`src/rtl/vscale_src_b_sched.sv`:
```
// Operand-B path scheduler: the pipeline DX stage owns src_b by default, and one aux
// requester gets bounded bursts (optional stall counter under SRC_B_SCHED_PERF_EN).
module vscale_src_b_sched #(
    parameter int BURST_W         = 4,
    parameter int STARVE_MAX      = 8,
    parameter int SRC_B_SEL_WIDTH = 2,
    parameter int XPR_LEN         = 32
) (
    input  logic                       clk,
    input  logic                       reset_n,
    input  logic                       p_req,
    input  logic [SRC_B_SEL_WIDTH-1:0] p_src_b_sel,
    input  logic [XPR_LEN-1:0]         p_imm,
    output logic                       p_gnt,
    output logic                       p_stall,
    input  logic                       a_req,
    input  logic [BURST_W-1:0]         a_len,
    input  logic [SRC_B_SEL_WIDTH-1:0] a_src_b_sel,
    input  logic [XPR_LEN-1:0]         a_imm,
    output logic                       a_gnt,
    output logic                       a_done,
    output logic [SRC_B_SEL_WIDTH-1:0] src_b_sel,
    output logic [XPR_LEN-1:0]         imm,
    output logic [15:0]                perf_stall
);

    localparam int STARVE_W = $clog2(STARVE_MAX + 1);
    localparam logic [STARVE_W-1:0] STARVE_CAP = STARVE_W'(STARVE_MAX);

    typedef enum logic {S_PIPE, S_AUX} state_t;

    state_t              state;
    state_t              next_state;
    logic [BURST_W-1:0]  cnt;
    logic [STARVE_W-1:0] starve;

    // cnt holds the remaining burst cycles minus one; starve counts contended cycles.
    always_ff @(posedge clk or negedge reset_n) begin
        if (!reset_n) begin
            state  <= S_PIPE;
            cnt    <= '0;
            starve <= '0;
        end else begin
            state <= next_state;
            if (state == S_PIPE) begin
                if (next_state == S_AUX) begin
                    cnt    <= a_len;
                    starve <= '0;
                end else if (!a_req) begin
                    starve <= '0;
                end else if (starve != STARVE_CAP) begin
                    starve <= starve + STARVE_W'(1);
                end
            end else if (cnt != '0) begin
                cnt <= cnt - BURST_W'(1);
            end
        end
    end

    always_comb begin
        next_state = state;
        case (state)
            S_PIPE: if (a_req && (!p_req || starve == STARVE_CAP)) next_state = S_AUX;
            S_AUX:  if (cnt == '0) next_state = S_PIPE;
        endcase
    end

    // The only input-to-output paths are the operand pass-through and p_gnt/p_stall gating.
    always_comb begin
        src_b_sel = p_src_b_sel;
        imm       = p_imm;
        p_gnt     = p_req;
        p_stall   = 1'b0;
        a_gnt     = 1'b0;
        a_done    = 1'b0;
        if (state == S_AUX) begin
            src_b_sel = a_src_b_sel;
            imm       = a_imm;
            p_gnt     = 1'b0;
            p_stall   = p_req;
            a_gnt     = 1'b1;
            a_done    = (cnt == '0);
        end
    end

`ifdef SRC_B_SCHED_PERF_EN
    logic [15:0] stall_cnt;

    always_ff @(posedge clk or negedge reset_n) begin
        if (!reset_n) begin
            stall_cnt <= '0;
        end else if (p_stall && stall_cnt != 16'hFFFF) begin
            stall_cnt <= stall_cnt + 16'd1;
        end
    end

    assign perf_stall = stall_cnt;
`else
    assign perf_stall = 16'h0;
`endif

endmodule
```
`config.mk`:
```
export PLATFORM = sky130hd
export DESIGN_NAME = vscale_src_b_sched
export DESIGN_NICKNAME = d
export VERILOG_FILES = /design/src/rtl/vscale_src_b_sched.sv
export SDC_FILE = /design/constraint.sdc
export NUM_CORES = 1
export LEC_CHECK = 0
export ABC_AREA = 1
export BUFFER_PORTS_ARGS = -buffer_cell sky130_fd_sc_hd__buf_4
export CORE_ASPECT_RATIO = 1.2
export CORE_MARGIN = 2
export CORE_UTILIZATION = 30
export DETAILED_ROUTE_END_ITERATION = 16
export PLACE_DENSITY = 0.74
export SLEW_MARGIN = 20
export SYNTH_ARGS = -nofsm -noshare
export SYNTH_HDL_FRONTEND = slang
export SYNTH_SLANG_ARGS = --single-unit
```
`constraint.sdc`:
```
create_clock -name clk -period 2.4 [get_ports clk]
set_input_delay 0.24 -clock clk [delete_from_list [all_inputs] [get_ports clk]]
set_output_delay 0.24 -clock clk [all_outputs]
set_load 0.02 [all_outputs]
```
# Word-level counts from Yosys, hierarchy flattened

Index checks and enable logic that the tools add are counted.

RAM bits: 0
Latch bits: 0
Word-level logic and storage cells: 33
Memories kept: 0
Output and inout bits: 54
Bits in read-only memories: 0
Input port bits: 76
Flip-flop bits (word level): 9

Equality and inequality tests: 4
Add/subtract/negate cells: 2
Mux-type cells: 15
Multiply operators: 0
Reductions and logical operators: 8
Bitwise operators: 1
Shift-type cells: 0
Magnitude comparators: 0
Div/mod/pow operators: 0

Operators with widths:

| operator                                              | number |
|---|---|
| two-way mux 32 bit                                    | 1 |
| two-way mux 4 bit                                     | 6 |
| two-way mux 1 bit                                     | 6 |
| adder 4 x 1 -> 4 bit, second input constant           | 1 |
| equality test 4 bit, second input constant            | 1 |
| logical NOT 4 bit                                     | 1 |
| inequality test 4 bit, second input constant          | 1 |
| AND reduction 2 bit                                   | 2 |
| nonzero test 4 bit                                    | 1 |
| subtractor 4 x 1 -> 4 bit, second input constant      | 1 |
| inequality test 3 x 1 -> 1 bit, second input constant | 1 |
| two-way mux 2 bit                                     | 1 |
| inequality test 2 x 1 -> 1 bit, second input constant | 1 |
| case mux 1 bit (2 select lines)                       | 1 |
| nonzero test 2 bit                                    | 1 |
| logical AND 1 bit                                     | 1 |
| logical NOT 1 bit                                     | 1 |
| logical OR 1 bit                                      | 1 |
| inverter 1 bit                                        | 1 |

# Logic depth before layout (Yosys ltp)

Depth after elaboration: 7
Depth in mapped cells: 9
Mapped depth without buffers: 9

# Worst setup path after synthesis

Ideal clock, no wire load.

Path kind: reg2out
From: register state
To: output port imm[10]
Cell stages (with the launch flop): 6
Data arrival time: 1.171 ns
Slack: 0.989 ns
Cells stage by stage: dfrtp_1 -> inv_2 -> buf_6 -> clkbuf_1 -> nand2_1 -> nand2_1

Word-level cells in the longest chain between the ends: 1

Ends and longest elaborated chain:

| element                | RTL line | RTL |
|---|---|---|
| from (decl)            | 32       | `state_t state;` |
| from (signal assigned) | 44       | `state <= next_state;` |
| two-way mux 32 bit     | 76       | `if (state == S_AUX) begin` |
| to (decl)              | 23       | `output logic [XPR_LEN-1:0] imm,` |

No other way between the ends.

# Worst setup path in the final report

From: register state
To: output port imm[16]

Same word-level chain as after synthesis.

==> impl_metrics.py <==
metrics = {
    "synthesis": {
        "synthMuxAreaShare_pct": 0,
        "synth-compound-area-share_pct": 4.08,
        "synth_top_area_share_pct": 40.1,
        "synth_simple_gate_area_share_pct": 50.3,
        "synth_xor_xnor_area_share_pct": 1.59,
        "synth_area_leaders": "nand2_1 (40%), dfrtp_1 (20%), buf_4 (11%)",
        "avgSynthCellArea_um2": 5.57,
        "syn_area_um2": 1100,
        "ys_ff_latch": 9,
        "yosysSeqAreaShare_pct": 20.4,
        "synth-warning-count": 0,
        "synth_cells": 198,
        "yosys.area_share.adder_pct": 4.54,
        "synth_top_family_by_area": "simple AND/OR/NAND/NOR gates",
        "yosysTopAreaCell": "nand2_1",
        "synth_cell_type_count": 21,
    },
    "final_layout": {
        "syn2layout_area_growth_pct": 77.4,
        "layout-drive-gt1-share_pct": 41.2,
        "post-route-cell-area_um2": 1960,
        "final_common_cell": "nand2_1",
        "most-common-layout-cells": "nand2_1 (118), buf_4 (115), conb_1 (16)",
        "insertedDiodeCount": 0,
        "nNetsFinal": 389,
    },
    "power_and_ir_drop": {
        "leakage_uw": 0.00123,
        "peakVddDrop_mv": 0.445,
        "pwr_density_cell_nw_per_um2": 1050,
        "totalPowerFinal_uw": 2050,
    },
    "cts": {
        "clockRootBuffer": "clkbuf_8",
        "clock_latency_ps": 240,
        "cts_tree": "built",
        "post_cts_resize_count": 0,
        "h-tree-depth": 1,
        "clockBufferDepth": 2,
        "cts.sinks": 9,
        "cts_setup_buffers": 0,
        "cts_buffers": 3,
        "clkTransAtPathRegs_ps": 50,
    },
    "detailed_routing": {
        "ant_nets": 0,
        "drc": 0,
        "vias_per_cell": 4.43,
        "dr.pass1.iters": 4,
        "wl_mm": 3.40,
        "routedWlPerCell_um": 9.79,
        "dr_total_vias": 1537,
        "drt_iter0_markers": 44,
    },
    "sta": {
        "drv_slew": 0,
        "setup_viol": 0,
        "finalHoldViolations": 0,
        "fmax_mhz": 568,
        "skew_ps": 5.16,
        "rsz0062_at_grt": "no",
        "tns_ps": 0,
        "post-route-period-util_pct": 73.3,
        "period_minus_slack_ps": 1760,
    },
    "min_path": {
        "hold_path_class": "in -> reg",
    },
    "grt": {
        "grt.overflow.total": 0,
        "grt_pass1_wl_mm": 5.21,
        "grt_usage_pct": 15.7,
        "antenna_found_initial": 0,
        "grt_pass1_vias": 1331,
        "grt_max_degree": 42,
    },
    "outcome": {
        "status": "finished clean",
    },
    "floorplan": {
        "core-area_um2": 3570,
        "num_io_pins": 130,
        "start_util_pct": 30.9,
        "die_area_um2": 4180,
        "row_count": 24,
        "die_h_um": 70.4,
        "die_width_um": 59.4,
    },
    "setup_path": {
        "r2r_slack_ps": 890,
        "startpoint_type": "register",
        "path_max_fanout": 28,
        "crit_type": "reg -> out",
        "required_ps": 2160,
        "cp.arrival_ps": 1520,
        "end_kind": "primary output",
    },
    "place": {
        "gp_congestion": 0.717,
        "port_buffers": 113,
        "place_area_um2": 1900,
        "hpwlAfterDp_mm": 2.74,
    },
    "run": {
        "cap_violations": 0,
    },
}
## cell usage after synthesis
| library cell | count |
|---|---|
| nand2_1 | 118 |
| buf_4 | 16 |
| dfrtp_1 | 9 |
| inv_1 | 9 |
| buf_2 | 6 |
| nor2_1 | 5 |
| o21ai_0 | 5 |
| ha_1 | 4 |
| nand3_1 | 4 |
| nand4_1 | 3 |
| o21ai_1 | 3 |
| or2_2 | 3 |
| clkbuf_1 | 2 |
| nand2_2 | 2 |
| nor2_2 | 2 |
| xor2_1 | 2 |
| a21oi_1 | 1 |
| buf_6 | 1 |
| conb_1 | 1 |
| inv_2 | 1 |
| nor2_4 | 1 |
## flip-flops by register name, indices dropped and copies added (netlist names)
| register | flops |
|---|---|
| cnt | 4 |
| state | 1 |
| starve | 4 |
## final cells by class
class	count	area [µm²]
Clock buffer	4	45.0
Fill cell	384	1620
Inverter	10	37.5
Multi-Input combinational cell	169	728
Sequential cell	9	225
Tap cell	39	48.8
Timing Repair Buffer	116	873
## worst max-delay path, cell delays in order (launching register included)
cell and delay [ps]:
dfrtp_1 380, inv_2 320, buf_4 300, nand2_1 80, nand2_1 60, buf_4 130
## where the power goes
group,internal [µW],switching [µW],total (µW),leakage (µW)
registers,205,39.0,244,0.000116
clock network,116,62.1,178,0.0000228
logic,644,987,1630,0.00109
## final timing paths
kind	from	to	cells after the start
worst min-delay path	a_req	starve[0]$_DFFE_PN0P_	3
worst max-delay path	state$_DFF_PN0_	imm[16]	5
worst max register to register	state$_DFF_PN0_	cnt[1]$_DFFE_PN0P_	6
min in group asynchronous	reset_n	cnt[2]$_DFFE_PN0P_	2
worst min register to register	starve[3]$_DFFE_PN0P_	starve[3]$_DFFE_PN0P_	2
max in group asynchronous	reset_n	starve[3]$_DFFE_PN0P_	2
## routing by layer
metal  vias to the layer above  track usage [%]  part of all wire, %
li1                        783                -                    -
met4                         0             4.55                  1.1
met2                       110             28.0                   45
met3                         5             5.37                   16
met5                         -                0                    0
met1                       639             16.9                   38
## per-stage QoR
stage / worst slack, ps / util (%) / hold WS (ps) / std cells
floorplan: 989 / - / -55.6 / 213
global placement: 896 / 53.3 / 71.0 / 342
detailed placement: 871 / 53.3 / 70.4 / 342
CTS: 614 / 54.8 / 305 / 347
global route: 491 / 54.8 / 320 / 347
finish: 640 / 54.8 / 303 / 347
## cells by family (layout without fill, tap and decap cells)
group	count (synthesis)	count (layout)
and+or+nand+nor	138	138
AOI/OAI and AO/OA	9	9
xor gates and xnor gates	2	2
DFF	9	9
buffers and inverters	35	130
adders and majority gates	4	4
other	1	16
## timing repair
item	CTS	global route
endpoints found under the setup margin	0	0
hold endpoints to repair	9	0
hold buffers	1	0
Note: power is estimated with default switching activity, not from simulation.
